File: config.mk
export PLATFORM = sky130hd
export DESIGN_NAME = minicpu_sequencer_flat
export DESIGN_NICKNAME = d
export VERILOG_FILES = /design/src/rtl/minicpu_pkg.sv /design/src/rtl/minicpu_sequencer_if.sv /design/src/rtl/minicpu_prog_mem.sv /design/src/rtl/minicpu_sequencer.sv /design/src/flat_wrapper.sv
export SDC_FILE = /design/constraint.sdc
export NUM_CORES = 1
export LEC_CHECK = 0
export BUFFER_PORTS_ARGS = -buffer_cell sky130_fd_sc_hd__buf_2
export CORE_AREA = 3 3 173 141
export CTS_BUF_LIST = sky130_fd_sc_hd__clkbuf_2
export DETAILED_ROUTE_END_ITERATION = 16
export DIE_AREA = 0 0 176 144
export PLACE_DENSITY = 0.66
export REMOVE_ABC_BUFFERS = 1
export SYNTH_ARGS = -nofsm -noshare
export SYNTH_HDL_FRONTEND = slang
export SYNTH_HIERARCHICAL = 1
export SYNTH_SLANG_ARGS = --single-unit
File: constraint.sdc
create_clock -name clk -period 3.3 [get_ports clk]
set_input_delay 0.165 -clock clk [delete_from_list [all_inputs] [get_ports clk]]
set_output_delay 0.165 -clock clk [all_outputs]
set_load 0.1 [all_outputs]
File: src/rtl/minicpu_pkg.sv
// Shared definitions for the MiniCPU program sequencer: opcodes, instruction
// field positions and the sequencer state encoding.
package minicpu_pkg;

   localparam logic [2:0] OP_ADD = 3'b000;
   localparam logic [2:0] OP_SUB = 3'b001;

   localparam int unsigned OPCODE_MSB   = 15;
   localparam int unsigned OPCODE_LSB   = 13;
   localparam int unsigned WR_ADDR_MSB  = 12;
   localparam int unsigned WR_ADDR_LSB  = 11;
   localparam int unsigned RD_ADDR1_MSB = 10;
   localparam int unsigned RD_ADDR1_LSB = 9;
   localparam int unsigned RD_ADDR2_MSB = 8;
   localparam int unsigned RD_ADDR2_LSB = 7;
   localparam int unsigned WR_DATA_MSB  = 6;
   localparam int unsigned WR_DATA_LSB  = 3;
   localparam int unsigned HALT_BIT     = 2;

   typedef enum logic [1:0] {
      StIdle,
      StFetch,
      StIssue,
      StDone
   } seq_state_e;

endpackage

File: src/rtl/minicpu_sequencer_if.sv
// Control port between the sequencer (master) and the MiniCPU datapath (slave).
interface minicpu_sequencer_if;

   logic       instr_valid;
   logic [2:0] opcode;
   logic [1:0] wr_addr;
   logic [1:0] rd_addr1;
   logic [1:0] rd_addr2;
   logic [3:0] wr_data;
   logic [3:0] alu_result;

   modport master (
      output instr_valid, opcode, wr_addr, rd_addr1, rd_addr2, wr_data,
      input  alu_result
   );

   modport slave (
      input  instr_valid, opcode, wr_addr, rd_addr1, rd_addr2, wr_data,
      output alu_result
   );

endinterface

File: src/rtl/minicpu_prog_mem.sv
// DEPTH x 16 instruction store: one write port, synchronous read with read
// enable; the read register is cleared on reset, the array is not.
module minicpu_prog_mem #(
   parameter int unsigned AW = 4
) (
   input  logic          clk,
   input  logic          rst,
   input  logic          we,
   input  logic [AW-1:0] waddr,
   input  logic [15:0]   wdata,
   input  logic          re,
   input  logic [AW-1:0] raddr,
   output logic [15:0]   rdata
);

   localparam int unsigned DEPTH = 2 ** AW;

   logic [15:0] mem [DEPTH];

   always_ff @(posedge clk) begin
      if (we) begin
         mem[waddr] <= wdata;
      end
   end

   // rdata only moves on a read, so it doubles as the held instruction word
   always_ff @(posedge clk) begin
      if (rst) begin
         rdata <= '0;
      end else if (re) begin
         rdata <= mem[raddr];
      end
   end

endmodule

File: src/rtl/minicpu_sequencer.sv
// Fetch/issue sequencer driving the MiniCPU control port from a writable store.
// Optional signature trace over alu_result is enabled by MINICPU_SEQ_TRACE_EN.
module minicpu_sequencer
   import minicpu_pkg::*;
#(
   parameter int unsigned AW          = 4,
   parameter int unsigned HOLD_CYCLES = 1
) (
   input  logic                clk,
   input  logic                rst,
   input  logic                prog_we,
   input  logic [AW-1:0]       prog_addr,
   input  logic [15:0]         prog_data,
   input  logic                start,
   output logic                busy,
   output logic                done,
   output logic [AW-1:0]       pc,
   minicpu_sequencer_if.master cpu
`ifdef MINICPU_SEQ_TRACE_EN
   ,
   output logic [3:0]          sig,
   output logic [AW:0]         sig_count
`endif
);

   seq_state_e  state;
   logic [3:0]  hold_cnt;
   logic [15:0] instr;
   logic        instr_valid;
   logic        last_hold;
   logic        stop;

   assign last_hold = (state == StIssue) && (hold_cnt == 4'(HOLD_CYCLES - 1));
   assign stop      = instr[HALT_BIT] || (pc == {AW{1'b1}});

   minicpu_prog_mem #(
      .AW(AW)
   ) u_prog_mem (
      .clk   (clk),
      .rst   (rst),
      .we    (prog_we && !busy),
      .waddr (prog_addr),
      .wdata (prog_data),
      .re    (state == StFetch),
      .raddr (pc),
      .rdata (instr)
   );

   always_ff @(posedge clk) begin
      if (rst) begin
         state       <= StIdle;
         pc          <= '0;
         busy        <= 1'b0;
         done        <= 1'b0;
         instr_valid <= 1'b0;
         hold_cnt    <= '0;
      end else begin
         unique case (state)
            StIdle, StDone: begin
               if (start) begin
                  state <= StFetch;
                  pc    <= '0;
                  busy  <= 1'b1;
                  done  <= 1'b0;
               end
            end
            StFetch: begin
               state       <= StIssue;
               instr_valid <= 1'b1;
               hold_cnt    <= '0;
            end
            StIssue: begin
               if (last_hold) begin
                  instr_valid <= 1'b0;
                  if (stop) begin
                     state <= StDone;
                     busy  <= 1'b0;
                     done  <= 1'b1;
                  end else begin
                     state <= StFetch;
                     pc    <= pc + AW'(1);
                  end
               end else begin
                  hold_cnt <= hold_cnt + 4'd1;
               end
            end
            default: state <= StIdle;
         endcase
      end
   end

   assign cpu.instr_valid = instr_valid;
   assign cpu.opcode      = instr[OPCODE_MSB:OPCODE_LSB];
   assign cpu.wr_addr     = instr[WR_ADDR_MSB:WR_ADDR_LSB];
   assign cpu.rd_addr1    = instr[RD_ADDR1_MSB:RD_ADDR1_LSB];
   assign cpu.rd_addr2    = instr[RD_ADDR2_MSB:RD_ADDR2_LSB];
   assign cpu.wr_data     = instr[WR_DATA_MSB:WR_DATA_LSB];

   logic unused_rsvd;
   assign unused_rsvd = ^instr[1:0];

`ifdef MINICPU_SEQ_TRACE_EN
   always_ff @(posedge clk) begin
      if (rst || (start && (state == StIdle || state == StDone))) begin
         sig       <= '0;
         sig_count <= '0;
      end else if (last_hold) begin
         sig       <= {sig[2:0], sig[3]} ^ cpu.alu_result;
         sig_count <= sig_count + (AW + 1)'(1);
      end
   end
`else
   logic unused_alu;
   assign unused_alu = ^cpu.alu_result;
`endif

endmodule
File: src/flat_wrapper.sv
// flat-port wrapper written by rule: the top's interface ports become plain ports
module minicpu_sequencer_flat import minicpu_pkg::*;
#(
   parameter int unsigned AW          = 4,
   parameter int unsigned HOLD_CYCLES = 1
)
  (clk, rst, prog_we, prog_addr, prog_data, start, busy, done, pc, cpu_instr_valid, cpu_opcode, cpu_wr_addr, cpu_rd_addr1, cpu_rd_addr2, cpu_wr_data, cpu_alu_result);
  minicpu_sequencer_if cpu_i ();
  input  logic clk;
  input  logic rst;
  input  logic prog_we;
  input  logic [AW-1:0] prog_addr;
  input  logic [15:0] prog_data;
  input  logic start;
  output logic busy;
  output logic done;
  output logic [AW-1:0] pc;
  output wire logic [$bits(cpu_i.instr_valid)-1:0] cpu_instr_valid;
  output wire logic [$bits(cpu_i.opcode)-1:0] cpu_opcode;
  output wire logic [$bits(cpu_i.wr_addr)-1:0] cpu_wr_addr;
  output wire logic [$bits(cpu_i.rd_addr1)-1:0] cpu_rd_addr1;
  output wire logic [$bits(cpu_i.rd_addr2)-1:0] cpu_rd_addr2;
  output wire logic [$bits(cpu_i.wr_data)-1:0] cpu_wr_data;
  input wire logic [$bits(cpu_i.alu_result)-1:0] cpu_alu_result;
  assign cpu_instr_valid = cpu_i.instr_valid;
  assign cpu_opcode = cpu_i.opcode;
  assign cpu_wr_addr = cpu_i.wr_addr;
  assign cpu_rd_addr1 = cpu_i.rd_addr1;
  assign cpu_rd_addr2 = cpu_i.rd_addr2;
  assign cpu_wr_data = cpu_i.wr_data;
  assign cpu_i.alu_result = cpu_alu_result;
  minicpu_sequencer #(.AW(AW), .HOLD_CYCLES(HOLD_CYCLES)) u_core (.clk(clk), .rst(rst), .prog_we(prog_we), .prog_addr(prog_addr), .prog_data(prog_data), .start(start), .busy(busy), .done(done), .pc(pc), .cpu(cpu_i));
endmodule
# Word-level counts from Yosys, hierarchy flattened
# Memories as Yosys holds them, arrays and structs flattened. A register that Yosys moved wholly into a read port is not among the register bits.
# Cells that the tools add are included.
dict set report word_totals {
  register_bits 13
  ram_bits 256
  out_inout_bits 20
  wordCells 54
  n_memories 1
}
# memory words word_bits rd rd_clocked_by_memory_dff wr line_no
set memory_table {}
lappend memory_table {u_core.u_prog_mem.mem 16 16 1 1 1 minicpu_prog_mem.sv:18} ;# logic [15:0] mem [DEPTH];
dict set report classes {
  n_addsub 2
  n_eq_ne 9
  mux 22
  n_reduce_logical 14
}
# operator n
set op_table {}
lappend op_table {{$mux W4} 4}
lappend op_table {{$pmux W4 S2} 2}
lappend op_table {{$mux W1} 9}
lappend op_table {{$add A4 B1 Y4 const B} 2}
lappend op_table {{$reduce_and A4 Y1} 2}
lappend op_table {{$mux W2} 3}
lappend op_table {{$ne A2 B2 Y1 const B} 3}
lappend op_table {{$pmux W1 S2} 3}
lappend op_table {{$pmux W2 S3} 1}
lappend op_table {{$reduce_and A2 Y1} 3}
lappend op_table {{$eq A2 B2 Y1 const B} 2}
lappend op_table {{$eq A4 B4 Y1 const B} 1}
lappend op_table {{$logic_not A4 Y1} 1}
lappend op_table {{$ne A2 B1 Y1 const B} 2}
lappend op_table {{$reduce_bool A2 Y1} 2}
lappend op_table {{$eq A2 B1 Y1 const B} 1}
lappend op_table {{$logic_and A1 B1 Y1} 2}
lappend op_table {{$logic_not A2 Y1} 1}
lappend op_table {{$reduce_or A2 Y1} 1}
lappend op_table {{$logic_not A1 Y1} 1}
lappend op_table {{$logic_or A1 B1 Y1} 1}

# Logic depth before layout (Yosys ltp)
dict set report logic_depth {
  ltp_word 5
  mapped_depth 7
}

# Cells and area by module
# The synthesis kept the hierarchy.
# module n_inst cells_per_inst area_each_um2
set modules_own_cells {}
lappend modules_own_cells {minicpu_prog_mem 1 606 10543.9}
lappend modules_own_cells {minicpu_sequencer 1 95 778.2}

# Worst setup path after synthesis
# Ideal clock, no wire load.
dict set report synth_path {
  path_kind {reg-to-reg}
  startpoint {register u_core.busy}
  endpoint {memory u_core.u_prog_mem.mem[0][0], enable pin}
  t_arrival_ns 2.627
  setup_slack_ns 0.263
  stages_incl_launch_ff 4
  synth_period_minus_slack_ns 3.037
  path_cell_list {dfxtp_1 > nor2b_1 > or3b_2 > nor3_1}
}
dict set report synth_via {
  elab_chain_cells 4
}
# item line_no
set synth_lines {}
lappend synth_lines {{from (decl)} minicpu_sequencer.sv:15} ;# output logic busy,
lappend synth_lines {{from (signal assigned)} minicpu_sequencer.sv:53} ;# busy <= 1'b0;
lappend synth_lines {{from (signal assigned)} minicpu_sequencer.sv:63} ;# busy <= 1'b1;
lappend synth_lines {{from (signal assigned)} minicpu_sequencer.sv:77} ;# busy <= 1'b0;
lappend synth_lines {{$logic_not A1 Y1} minicpu_sequencer.sv:41} ;# .we (prog_we && !busy),
lappend synth_lines {{$logic_and A1 B1 Y1} minicpu_sequencer.sv:41}
lappend synth_lines {{$mux W1} minicpu_prog_mem.sv:21} ;# if (we) begin
lappend synth_lines {{$mux W1 (implied by the code)} minicpu_prog_mem.sv:22} ;# mem[waddr] <= wdata;
lappend synth_lines {{to (decl)} minicpu_prog_mem.sv:18}
# Every way passes these cells.

# Worst setup path in the final report
dict set report layout_path {
  startpoint {register u_core.pc[2]}
  endpoint {output port pc[2]}
}
# item line_no
set layout_rtl {}
lappend layout_rtl {{from (decl)} minicpu_sequencer.sv:17} ;# output logic [AW-1:0] pc,
lappend layout_rtl {{from (signal assigned)} minicpu_sequencer.sv:81} ;# pc <= pc + AW'(1);
lappend layout_rtl {{to (decl)} flat_wrapper.sv:17} ;# output logic [AW-1:0] pc;
# No word-level cell between the ends.

==> flow_metrics.tcl <==
set metrics [dict create \
    die_area_mm2 0.02534 \
    p_leak_uw 0.003821 \
    r2r-start "u_core/busy" \
    critPathRequiredTime_ps 3130 \
    critPathBufInv 2 \
    grt_max_degree 51 \
    cts_tree "yes" \
    dp_slack_ps 1189 \
    r2r_slack_ps 740 \
    cts_setup_buffers 0 \
    setup_tns_ps 0 \
    hold_buffers 23 \
    endpoint_kind "primary output" \
    worstRegToRegCells 5 \
    grt_overflow 0 \
    reg2reg_to "u_core/u_prog_mem/mem[12][5]" \
    slew_headroom_pct 31.43 \
    port-buffer-count 41 \
    drc 0 \
    crit_slowest_cell "dfxtp_4" \
    htreeDepth 2 \
    hold_depth 4 \
    floorplan.initialDensity_pct 44.47 \
    grt_first_pass_wirelength_um 34530 \
    rsz0062_at_grt "false" \
    fin_crit_sh_pct 85.07 \
    dp_cells 975 \
    insertion_delay_ps 810 \
    syn_area_mm2 0.01006 \
    worst-path-max-fanout 50 \
    dr_total_vias 5979 \
    yosysWarnings 6 \
    path_cells "buf_4, buf_2" \
    drive_above_1_share_pct 22.79 \
    globalplace.congestion 0.7936 \
    hpwl_um 12950 \
    start_kind "register" \
    cts_buffers 59 \
    critPathTopFamily "flip-flops" \
    first_iter_violations 489 \
    hold_viol 0 \
    vias_per_cell 5.386 \
    synth_cells 633 \
    cp.arrival_ps 2640 \
    synthToLayoutAreaGrowth_pct 13.75 \
    wl_per_cell_um 20.52 \
    worst_pin_slew_ps 1027 \
    status "finished clean" \
    ir_drop_mv 0.2970 \
    holdPathEnd "u_core/u_prog_mem/mem[9][9]" \
    cts_resized 0 \
    hold_start "prog_we" \
    fmax_mhz 356.2 \
    ios 48 \
    setup_viol 0 \
    clock_sinks 251 \
    gr-usage-all-layers_pct 18.08 \
    routed_wl_um 22770 \
    clockBufferDepth 3 \
    num_rows 49 \
    ctsRootBufferMaster "clkbuf_2" \
    period_needed_ps 2807 \
    finClkSkew_ps 56.98 \
    drv_slew 0 \
    drtPass1Iterations 5 \
    grt_pass1_vias 6050 \
    avgSynthCellArea_um2 15.89 \
    worst_hold_path_type "in2reg" \
    core_mm2 0.02262 \
    die_y_um 144 \
    cts.clk_slew.worst_paths_ps 110 \
    powerDensity_mw_per_mm2 528.7 \
    layout.cells.non_filler 1110 \
    critPathMaxStageDelay_ps 930 \
    die_w_um 176 \
    ant_nets 0 \
    num-nets-final 787 \
    antenna_found_initial 1 \
    path_class "reg2out" \
    setup_ws_ps 492.7 \
    max_cap_viol_count 0 \
]
layer usage:
layer | wire length, um | global-route usage, %
met5 | 0 | 0
met4 | 385 | 6.081
met3 | 1535 | 4.619
met2 | 10160 | 27.70
met1 | 10700 | 25.49
cell type report:
type,count,area (um2)
fillers,1903,11180
well taps,306,382.9
multi-input cells,340,2491
clock buffers,93,465.4
flip-flops and latches,251,7271
clock inverters,18,120.1
inverters,7,26.28
diodes,1,2.502
repair buffers,94,685.7
per-stage QoR:
| stage | util, % | total power, uW | hold slack [ps] | area (um2) |
|---|---|---|---|---|
| 4_1_cts | 50.58 | 6120 | 40.78 | 11440 |
| 5_1_grt | 50.59 | 6331 | 48.40 | 11440 |
| 2_1_floorplan | - | 3864 | 234.1 | 9757 |
| 3_5_place_dp | 46.97 | 4016 | 447.6 | 10630 |
| 6_report | 50.59 | 6051 | 156.8 | 11440 |
| 3_3_place_gp | 46.97 | 3999 | 437.7 | 10630 |
layout by cell type (no fill, tap or decap), drive strengths merged, types with 2 or more instances in the layout:
master	n
a21oi	27
a22oi	42
and3	2
buf	71
bufinv	2
clkbuf	93
clkinv	16
dfxtp	27
dlygate4sd3	23
edfxtp	224
ha	6
inv	7
mux2i	112
nand2	33
nand2b	3
nand3	47
nand3b	3
nor2	25
nor2b	5
nor3	6
nor3b	3
o21ai	6
or3b	3
xnor2	2
worst register-to-register path: stages, from the launching register on:
cell	delay (ps)
dfxtp_1	350
nor2b_1	350
nand3_1	210
dlygate4sd3_1	640
nor3_2	300
buf_4	360
worst max path at each step:
stage	depth (start not counted)	end	slack, ps	startpoint
6_report	2	pc[2]	490	u_core/pc[2]
3_5_place_dp	4	u_core/u_prog_mem/mem[5][9]	1190	u_core/busy
2_1_floorplan	4	u_core/state[1]	-2350	u_core/pc[2]
4_1_cts	2	pc[2]	400	u_core/pc[2]
3_3_place_gp	4	u_core/u_prog_mem/mem[5][9]	1250	u_core/busy
5_1_grt	2	pc[2]	310	u_core/pc[2]
power breakdown:
part           internal, uW  switching (uW)
logic                  95.9             335
clock network           899            1190
registers              3510            25.7
registers in the layout, indices dropped and copies added (netlist names):
| register | cells |
|---|---|
| u_core/hold_cnt | 4 |
| u_core/state | 2 |
| u_core/done | 1 |
| u_core/pc | 4 |
| u_core/u_prog_mem/mem | 224 |
| u_core/u_prog_mem/rdata | 14 |
| u_core/cpu.instr_valid | 1 |
| u_core/busy | 1 |
Note: power is estimated with default switching activity, not from simulation.
